==> src/rtl/tinybf_pkg.sv <==
// -----------------------------------------------------------------------------
// tinybf_pkg
// Definitions shared by the TinyBF program loader and its UART receiver:
//   - RX FSM state encodings (RX_IDLE .. RX_BREAK)
//   - loader FSM state encodings (L_IDLE, L_LOAD, L_DONE)
//   - default UART bit period in clk cycles
//   - instruction field widths (3-bit opcode, 5-bit operand) of the byte
//     written into program memory
// -----------------------------------------------------------------------------
package tinybf_pkg;

  // UART receiver states
  typedef enum logic [2:0] {
    RX_IDLE  = 3'd0,
    RX_START = 3'd1,
    RX_DATA  = 3'd2,
    RX_STOP  = 3'd3,
    RX_BREAK = 3'd4
  } rx_state_e;

  // Program loader states
  typedef enum logic [1:0] {
    L_IDLE = 2'd0,
    L_LOAD = 2'd1,
    L_DONE = 2'd2
  } ld_state_e;

  // Default clk cycles per UART bit
  localparam int unsigned CLKS_PER_BIT_DEF = 32'd16;

  // Instruction layout: {opcode[2:0], operand[4:0]}
  localparam int unsigned OPCODE_W  = 32'd3;
  localparam int unsigned OPERAND_W = 32'd5;
  localparam int unsigned INSTR_W   = OPCODE_W + OPERAND_W;

  typedef struct packed {
    logic [OPCODE_W-1:0]  opcode;
    logic [OPERAND_W-1:0] operand;
  } instr_t;

endpackage : tinybf_pkg

==> src/rtl/uart_rx.sv <==
// -----------------------------------------------------------------------------
// uart_rx
// 8N1 UART receiver: 2-flop synchronizer, start-bit qualification at the bit
// centre, LSB-first data sampling, stop-bit check and break recovery.
//
// Ports:
//   clk_i         system clock
//   rst_i         asynchronous active-low reset
//   rx_i          asynchronous serial line, idle high
//   byte_o        last correctly framed byte
//   byte_valid_o  one-cycle pulse when byte_o is updated
//   frame_err_o   one-cycle pulse when a stop bit is sampled low
// -----------------------------------------------------------------------------
module uart_rx
  import tinybf_pkg::*;
#(
  parameter int unsigned CLKS_PER_BIT = CLKS_PER_BIT_DEF
) (
  input  logic       clk_i,
  input  logic       rst_i,
  input  logic       rx_i,
  output logic [7:0] byte_o,
  output logic       byte_valid_o,
  output logic       frame_err_o
);

  localparam int unsigned CNT_W = $clog2(CLKS_PER_BIT);
  // Half a bit minus one lands the start-bit sample in the middle of the bit
  localparam logic [CNT_W-1:0] HALF_RELOAD = CNT_W'(CLKS_PER_BIT / 2 - 1);
  localparam logic [CNT_W-1:0] FULL_RELOAD = CNT_W'(CLKS_PER_BIT - 1);
  localparam logic [CNT_W-1:0] CNT_ZERO    = CNT_W'(0);
  localparam logic [CNT_W-1:0] CNT_ONE     = CNT_W'(1);

  logic             meta_r;
  logic             sync_r;
  logic             prev_r;
  rx_state_e        state_r;
  logic [CNT_W-1:0] cnt_r;
  logic [2:0]       bit_idx_r;
  logic [7:0]       shift_r;
  logic [7:0]       byte_r;
  logic             valid_r;
  logic             ferr_r;

  // Line synchronizer plus one delayed copy for falling-edge detection
  always_ff @(posedge clk_i or negedge rst_i) begin
    if (!rst_i) begin
      meta_r <= 1'b1;
      sync_r <= 1'b1;
      prev_r <= 1'b1;
    end else begin
      meta_r <= rx_i;
      sync_r <= meta_r;
      prev_r <= sync_r;
    end
  end

  // Receive state machine with bit-period counter
  always_ff @(posedge clk_i or negedge rst_i) begin
    if (!rst_i) begin
      state_r   <= RX_IDLE;
      cnt_r     <= CNT_ZERO;
      bit_idx_r <= 3'd0;
      shift_r   <= 8'h00;
      byte_r    <= 8'h00;
      valid_r   <= 1'b0;
      ferr_r    <= 1'b0;
    end else begin
      valid_r <= 1'b0;
      ferr_r  <= 1'b0;
      case (state_r)
        RX_IDLE: begin
          if (prev_r && !sync_r) begin
            state_r <= RX_START;
            cnt_r   <= HALF_RELOAD;
          end
        end
        RX_START: begin
          if (cnt_r == CNT_ZERO) begin
            if (!sync_r) begin
              state_r   <= RX_DATA;
              cnt_r     <= FULL_RELOAD;
              bit_idx_r <= 3'd0;
            end else begin
              // Line went back high before mid-start: treat as a glitch
              state_r <= RX_IDLE;
            end
          end else begin
            cnt_r <= cnt_r - CNT_ONE;
          end
        end
        RX_DATA: begin
          if (cnt_r == CNT_ZERO) begin
            shift_r <= {sync_r, shift_r[7:1]};
            cnt_r   <= FULL_RELOAD;
            if (bit_idx_r == 3'd7) begin
              state_r <= RX_STOP;
            end else begin
              bit_idx_r <= bit_idx_r + 3'd1;
            end
          end else begin
            cnt_r <= cnt_r - CNT_ONE;
          end
        end
        RX_STOP: begin
          if (cnt_r == CNT_ZERO) begin
            if (sync_r) begin
              byte_r  <= shift_r;
              valid_r <= 1'b1;
              state_r <= RX_IDLE;
            end else begin
              // Low stop bit: drop the byte and wait for the line to recover
              ferr_r  <= 1'b1;
              state_r <= RX_BREAK;
            end
          end else begin
            cnt_r <= cnt_r - CNT_ONE;
          end
        end
        RX_BREAK: begin
          if (sync_r) begin
            state_r <= RX_IDLE;
          end
        end
        default: begin
          state_r <= RX_IDLE;
        end
      endcase
    end
  end

  assign byte_o       = byte_r;
  assign byte_valid_o = valid_r;
  assign frame_err_o  = ferr_r;

endmodule : uart_rx

==> src/rtl/prog_loader.sv <==
// -----------------------------------------------------------------------------
// prog_loader
// Serial program loader for TinyBF. Bytes received over an 8N1 UART are
// written to consecutive program-memory addresses 0..DEPTH-1 while load_en_i
// is high. busy_o holds the core idle during loading; done_o reports a
// complete image.
//
// Ports:
//   clk_i        system clock
//   rst_i        asynchronous active-low reset
//   load_en_i    level: 1 = loading enabled, 0 = abort / idle
//   rx_i         UART line, idle high
//   wen_o        single-cycle program-memory write strobe
//   waddr_o      write address (held between writes)
//   wdata_o      instruction byte {opcode[2:0], operand[4:0]} (held)
//   busy_o       high while loading
//   done_o       high once DEPTH bytes were written, until the next load
//   frame_err_o  sticky: a framing error was seen during the current load
// -----------------------------------------------------------------------------
module prog_loader
  import tinybf_pkg::*;
#(
  parameter int unsigned DEPTH        = 32'd16,
  parameter int unsigned CLKS_PER_BIT = CLKS_PER_BIT_DEF
) (
  input  logic                     clk_i,
  input  logic                     rst_i,
  input  logic                     load_en_i,
  input  logic                     rx_i,
  output logic                     wen_o,
  output logic [$clog2(DEPTH)-1:0] waddr_o,
  output logic [INSTR_W-1:0]       wdata_o,
  output logic                     busy_o,
  output logic                     done_o,
  output logic                     frame_err_o
);

  localparam int unsigned AW = $clog2(DEPTH);
  localparam logic [AW-1:0] LAST_ADDR = AW'(DEPTH - 1);
  localparam logic [AW-1:0] ADDR_ZERO = AW'(0);
  localparam logic [AW-1:0] ADDR_ONE  = AW'(1);

  logic [7:0]         rx_byte_s;
  logic               rx_valid_s;
  logic               rx_ferr_s;

  ld_state_e          lstate_r;
  logic [AW-1:0]      addr_r;
  logic               wen_r;
  logic [AW-1:0]      waddr_r;
  logic [INSTR_W-1:0] wdata_r;
  logic               busy_r;
  logic               done_r;
  logic               ferr_r;

  uart_rx #(
    .CLKS_PER_BIT (CLKS_PER_BIT)
  ) u_uart_rx (
    .clk_i        (clk_i),
    .rst_i        (rst_i),
    .rx_i         (rx_i),
    .byte_o       (rx_byte_s),
    .byte_valid_o (rx_valid_s),
    .frame_err_o  (rx_ferr_s)
  );

  // Loader state machine with registered memory-write and status outputs
  always_ff @(posedge clk_i or negedge rst_i) begin
    if (!rst_i) begin
      lstate_r <= L_IDLE;
      addr_r   <= ADDR_ZERO;
      wen_r    <= 1'b0;
      waddr_r  <= ADDR_ZERO;
      wdata_r  <= {INSTR_W{1'b0}};
      busy_r   <= 1'b0;
      done_r   <= 1'b0;
      ferr_r   <= 1'b0;
    end else begin
      wen_r <= 1'b0;
      case (lstate_r)
        L_IDLE: begin
          busy_r <= 1'b0;
          if (load_en_i) begin
            lstate_r <= L_LOAD;
            addr_r   <= ADDR_ZERO;
            busy_r   <= 1'b1;
            done_r   <= 1'b0;
            ferr_r   <= 1'b0;
          end
        end
        L_LOAD: begin
          if (rx_ferr_s) begin
            ferr_r <= 1'b1;
          end
          if (!load_en_i) begin
            // Abort: any byte arriving in this cycle is dropped
            lstate_r <= L_IDLE;
            busy_r   <= 1'b0;
            done_r   <= 1'b0;
          end else if (rx_valid_s) begin
            wen_r   <= 1'b1;
            waddr_r <= addr_r;
            wdata_r <= rx_byte_s;
            addr_r  <= addr_r + ADDR_ONE;
            // Last slot: leave LOAD together with the final strobe so the
            // address counter never wraps inside one image
            if (addr_r == LAST_ADDR) begin
              lstate_r <= L_DONE;
            end
          end
        end
        L_DONE: begin
          busy_r <= 1'b0;
          done_r <= 1'b1;
          if (!load_en_i) begin
            lstate_r <= L_IDLE;
          end
        end
        default: begin
          lstate_r <= L_IDLE;
          busy_r   <= 1'b0;
        end
      endcase
    end
  end

  assign wen_o       = wen_r;
  assign waddr_o     = waddr_r;
  assign wdata_o     = wdata_r;
  assign busy_o      = busy_r;
  assign done_o      = done_r;
  assign frame_err_o = ferr_r;

endmodule : prog_loader

==> config.mk <==
export PLATFORM = sky130hd
export DESIGN_NAME = prog_loader
export DESIGN_NICKNAME = d
export VERILOG_FILES = /design/src/rtl/tinybf_pkg.sv /design/src/rtl/uart_rx.sv /design/src/rtl/prog_loader.sv
export SDC_FILE = /design/constraint.sdc
export NUM_CORES = 1
export LEC_CHECK = 0
export CORE_UTILIZATION = 61
export CTS_CLUSTER_SIZE = 24
export DETAILED_ROUTE_END_ITERATION = 8
export MAX_ROUTING_LAYER = met4
export PLACE_DENSITY = 0.92
export SYNTH_ARGS = -nofsm -noshare
export SYNTH_HDL_FRONTEND = slang
export SYNTH_SLANG_ARGS = --single-unit
==> constraint.sdc <==
create_clock -name clk_i -period 2.9 [get_ports clk_i]
set_clock_uncertainty 0.1 [all_clocks]
set_input_delay 0.29 -clock clk_i [delete_from_list [all_inputs] [get_ports clk_i]]
set_output_delay 0.29 -clock clk_i [all_outputs]
set_load 0.01 [all_outputs]
* Yosys cells after proc, flatten, opt, wreduce, memory -nomap -nowiden
Cells that the tools add are included.
** Word-level totals
- Bits of input ports :: 4
- Register bits after elaboration :: 53
- Output and inout port bits :: 16
- Logic and storage cells :: 112
** Operators by class
- Multiplexer cells :: 46
- Equality and inequality tests :: 26
- Reductions and logical operators :: 19
- Add/sub/neg operators :: 3
** Operators by type and width (number)
- $mux 3 :: 11
- $mux 4 :: 8
- $ne 2x1->1 const B :: 8
- $pmux 4 s4 :: 1
- $pmux 3 s5 :: 1
- $ne 2x2->1 const B :: 7
- $mux 1 :: 13
- $mux 2 :: 6
- $reduce_and 3->1 :: 4
- $reduce_and 4->1 :: 3
- $pmux 4 s2 :: 1
- $eq 3x2->1 const B :: 2
- $eq 3x3->1 const B :: 2
- $ne 3x3->1 const B :: 2
- $pmux 2 s3 :: 1
- $pmux 3 s2 :: 1
- $reduce_and 6->1 :: 1
- $reduce_and 5->1 :: 1
- $add 4x1->4 const B :: 1
- $eq 4x4->1 const B :: 1
- $logic_not 4->1 :: 1
- $pmux 1 s2 :: 2
- $reduce_bool 2->1 :: 2
- $reduce_bool 4->1 :: 1
- 13 further kinds :: 13

* Longest topological paths before layout
- Depth in word-level cells :: 5
- Mapped depth :: 6
- Mapped depth without buffers :: 5

* Cells and area by module
A second synthesis with hierarchy kept.
** Second synthesis, totals
- Cell total of the unflattened synthesis :: 175
- Area total of the unflattened synthesis :: 2284.7 µm²
** By module, submodules not included
- uart_rx :: instances 1, cells an instance 100, area each 1331.3 µm², seq. area each 779.5 µm²
- prog_loader :: instances 1, cells an instance 75, area each 953.4 µm², seq. area each 550.5 µm²

* Worst setup path after synthesis
No wires, ideal clock.
- Path type :: register to register
- Start :: register u_uart_rx.cnt_r[0]
- End :: register u_uart_rx.byte_r[0], in the netlist u_uart_rx.byte_o[0]
- Setup slack :: 1078 ps
- Period minus slack after synthesis :: 1822 ps
- Library setup time :: 125 ps
- Required time :: 2675 ps
- Path buffers :: 1
- Data arrival time :: 1598 ps
- Stages on the path, launching flop included :: 7
- Cells stage by stage :: dfrtp_1 inv_1 ha_1 nor4b_4 and4_1 buf_6 mux2_2
** Between the ends
- Longest elaborated chain between the ends :: 2
** RTL lines
- from (decl) :: RTL line uart_rx.sv:38 : logic [CNT_W-1:0] cnt_r;
- from (signal assigned) :: RTL line uart_rx.sv:89 : cnt_r <= cnt_r - CNT_ONE;
- from (signal assigned) :: RTL line uart_rx.sv:102 : cnt_r <= cnt_r - CNT_ONE;
- from (signal assigned) :: RTL line uart_rx.sv:117 : cnt_r <= cnt_r - CNT_ONE;
- $logic_not 4->1 :: RTL line uart_rx.sv:106 : if (cnt_r == CNT_ZERO) begin
- $reduce_and 3->1 (no line)
- to (signal assigned) :: RTL line uart_rx.sv:108 : byte_r <= shift_r;
- to (decl) :: RTL line uart_rx.sv:41 : logic [7:0] byte_r;
No other way between the ends.
A chain may end at the register's enable or synchronous reset.

* Worst setup path after layout
Ends and elaborated chain as after synthesis.

==> run summary <==
GP Congestion: 0.849
Die W: 63.2 um
CP startpoint kind: flop
Status: completed
First-pass GRT wire length: 6.56 mm
Area leader, netlist: dfrtp_1
Final setup fails: 0
EDFF count, synth: 0
Vias: 1396
Final-layout fill cell count: 222
Final Hold Fails: 0
CP required: 2.99 ns
Hold WS: 0.0997 ns
Largest family of logic cells by synthesized area: multiplexers
Worst min-delay path class: in -> async
Pre-antenna DRT Iters: 4
Flops & latches, synth: 53
TritonCTS clock tree: done
Site row count: 21
Reg2reg path depth: 5
CORE AREA: 0.00347 mm^2
# hold bufs at CTS: 0
Worst-path fanout max: 8
Cell variety after synth: 39
PD cells: 619 mW/mm^2
Worst VDD drop: 495 uV
Critical path arrival: 2.31 ns
I/O pin cnt: 20
Post-CTS setup buffer count: 0
Complex-gate fraction of the synthesized area: 0.0789
Synth warn: 0
Post-synthesis xor/xnor area fraction: 0
Gr ovfl total: 0
Share of cells above drive strength 1: 0.234
# clock sinks: 53
Vias in the first global route: 1342
Clock-pin slew on the worst setup and hold paths: 0.09 ns
Worst reg2reg path startpoint: u_uart_rx.cnt_r[0]
Leakage Power: 1.24 nW
Cts repair resizes: 0
Vias per std cell: 5.87
Maxcap violations: 0
Largest net degree at the start of global routing: 54
Crit end category: flop
Synth area leaders: dfrtp_1 (55%), mux2_2 (14%), dfstp_2 (3.5%), ha_1 (2.7%), mux2i_1 (2.2%)
Ant diodes: 0
Fmax: 0.452 GHz
DRT iter0 DRCs: 73
Mux share of post-synthesis cell area: 0.165
Clock Latency Late Sink: 0.30 ns
Area growth syn-to-layout: 12.3%
Final ANT Viol Nets: 0
Max stage delay on crit path: 0.49 ns
Worst Tran Pin Value: 1.11 ns
Synth Area per Inst: 13.3 um^2
Post-synthesis sequential area ratio: 0.582
GRT Overall Usage: 0.228
RSZ-0062 raised after global routing: false
DRC: 0
Adder-cell share of the synthesized area: 0.0274
Critical path class: reg -> reg
Worst r2r dst: u_uart_rx.byte_o[0]
Initial antenna violation count: 0
Port bufs: 19
Tcrit/Tclk final: 0.764
DRT Wirelength: 3.82 mm
Share of the synthesized area in the top cell type: 0.548
CP Cell Sequence: inv_1 > ha_1 > nor4b_4 > and4_1 > mux2_2
Clock tree buffer depth: 2
Clock root cell: clkbuf_8
Synth Area in Simple Gates: 0.114
Die footprint: 0.00399 mm^2
Mapped Nets: 181
Post-Syn Instances: 172
Initial core utilization: 0.659
Post-synthesis cell area: 0.00228 mm^2
Final instance area: 0.00256 mm^2
Setup TNS: 0 ns
Num CTS Buffers: 5
R2R setup slack: 0.69 ns
Htree depth: 2
Worst slew margin: 0.262
Asr flop ratio synth: 1.00
Fin. max-slew vios: 0
Nets: 200
Die extent in y: 63.2 um
Final Critical Period: 2.21 ns
Area post-placement: 0.00248 mm^2
Post-DP HPWL: 2.77 mm
Slowest stage cell, crit path: and4_1
Avg WL per Cell: 16.1 um
Ys flop type: dfrtp_1
## power by group
part	switching [mW]	leakage (nW)	internal [mW]	total [mW]
clock	0.226	0.0439	0.167	0.393
sequential	0.0990	0.709	0.807	0.906
combinational	0.139	0.489	0.149	0.288
total	0.464	1.24	1.12	1.59
## area by class of cell
cell class	count	area, um^2	area share
flip-flops and latches	53	1330	0.519
multi-input cells	105	880	0.343
repair buffers	19	185	0.0722
clock buffers	5	68.8	0.0268
well taps	46	57.6	0.0224
inverters	7	26.3	0.0102
clock inverters	3	17.5	0.00683
## kinds of logic after synthesis
logic type / after synthesis
buffers and inverters: 14
adders and majority gates: 5
DFF: 53
AOI/OAI and AO/OA: 26
and+or+nand+nor: 40
muxes: 34
## worst max-delay path, delay by kind of cell, from the launching register on
kind	cells	cell delay (ns)
fa+ha+maj	1	0.23
buf+inv	1	0.12
flops	1	0.41
mux	1	0.39
simple gates	2	0.85
## layer usage
layer  global-route usage  up-vias  wire length, um
met2                0.375       42             2050
met5                    -        -                0
li1                     -      654                -
met3               0.0652        6              145
met1                0.276      694             1600
met4               0.0597        0               31
## layout by cell type, fill, tap and decap left out, drive strengths merged, types with 3 or more instances in the layout
cell type | netlist | routed
nor2 | 9 | 9
inv | 7 | 7
dfrtp | 50 | 50
nor3b | 6 | 6
o21a | 3 | 3
mux2i | 5 | 5
nand2 | 6 | 6
a22o | 3 | 3
clkdlybuf4s50 | 0 | 18
mux2 | 29 | 29
ha | 5 | 5
nand2b | 3 | 3
clkbuf | 2 | 5
dfstp | 3 | 3
o21ai | 5 | 5
a21oi | 5 | 5
## worst max-delay path by stage
| stage | from | to | slack (ns) | cells after the start |
|---|---|---|---|---|
| global placement | load_en_i | waddr_o[1] | 0.78 | 4 |
| floorplan | u_uart_rx.cnt_r[0] | u_uart_rx.byte_o[0] | 1.08 | 6 |
| CTS | u_uart_rx.cnt_r[0] | u_uart_rx.byte_o[0] | 0.68 | 5 |
| detailed placement | u_uart_rx.cnt_r[0] | u_uart_rx.byte_o[0] | 0.69 | 5 |
| global route | u_uart_rx.cnt_r[0] | u_uart_rx.byte_o[0] | 0.60 | 5 |
| finish | u_uart_rx.cnt_r[0] | u_uart_rx.byte_o[0] | 0.69 | 5 |
## Yosys cell counts (all sizes together), types with 2 or more instances
library cell,n
nor4b,2
nor3b,6
nand2b,3
o21a,3
inv,7
nor3,2
nand3,2
nor2,9
a311oi,2
and4bb,2
clkbuf,2
mux2,29
and4,2
nand2,6
a22o,3
dfstp,3
nand3b,2
o21ai,5
buf,5
a21oi,5
a31oi,2
dfrtp,50
mux2i,5
ha,5
## state kept, by name (all words and copies together) (netlist names), 2 cells and up
name,flops
u_uart_rx.byte_o,8
u_uart_rx.shift_r,8
wdata_o,8
addr_r,4
u_uart_rx.cnt_r,4
waddr_o,4
u_uart_rx.bit_idx_r,3
u_uart_rx.state_r,3
lstate_r,2
## through the flow
step                      worst slack (ns)  total power, mW  cells  utilization
after floorplan                       1.08             1.12    172            -
after global placement               0.777             1.17    230        0.715
after detailed placement             0.692             1.21    230        0.715
after CTS                            0.679             1.60    238        0.740
after global routing                 0.601             1.69    238        0.740
final                                0.685             1.59    238        0.740
Power figures use the tool's default switching activity.
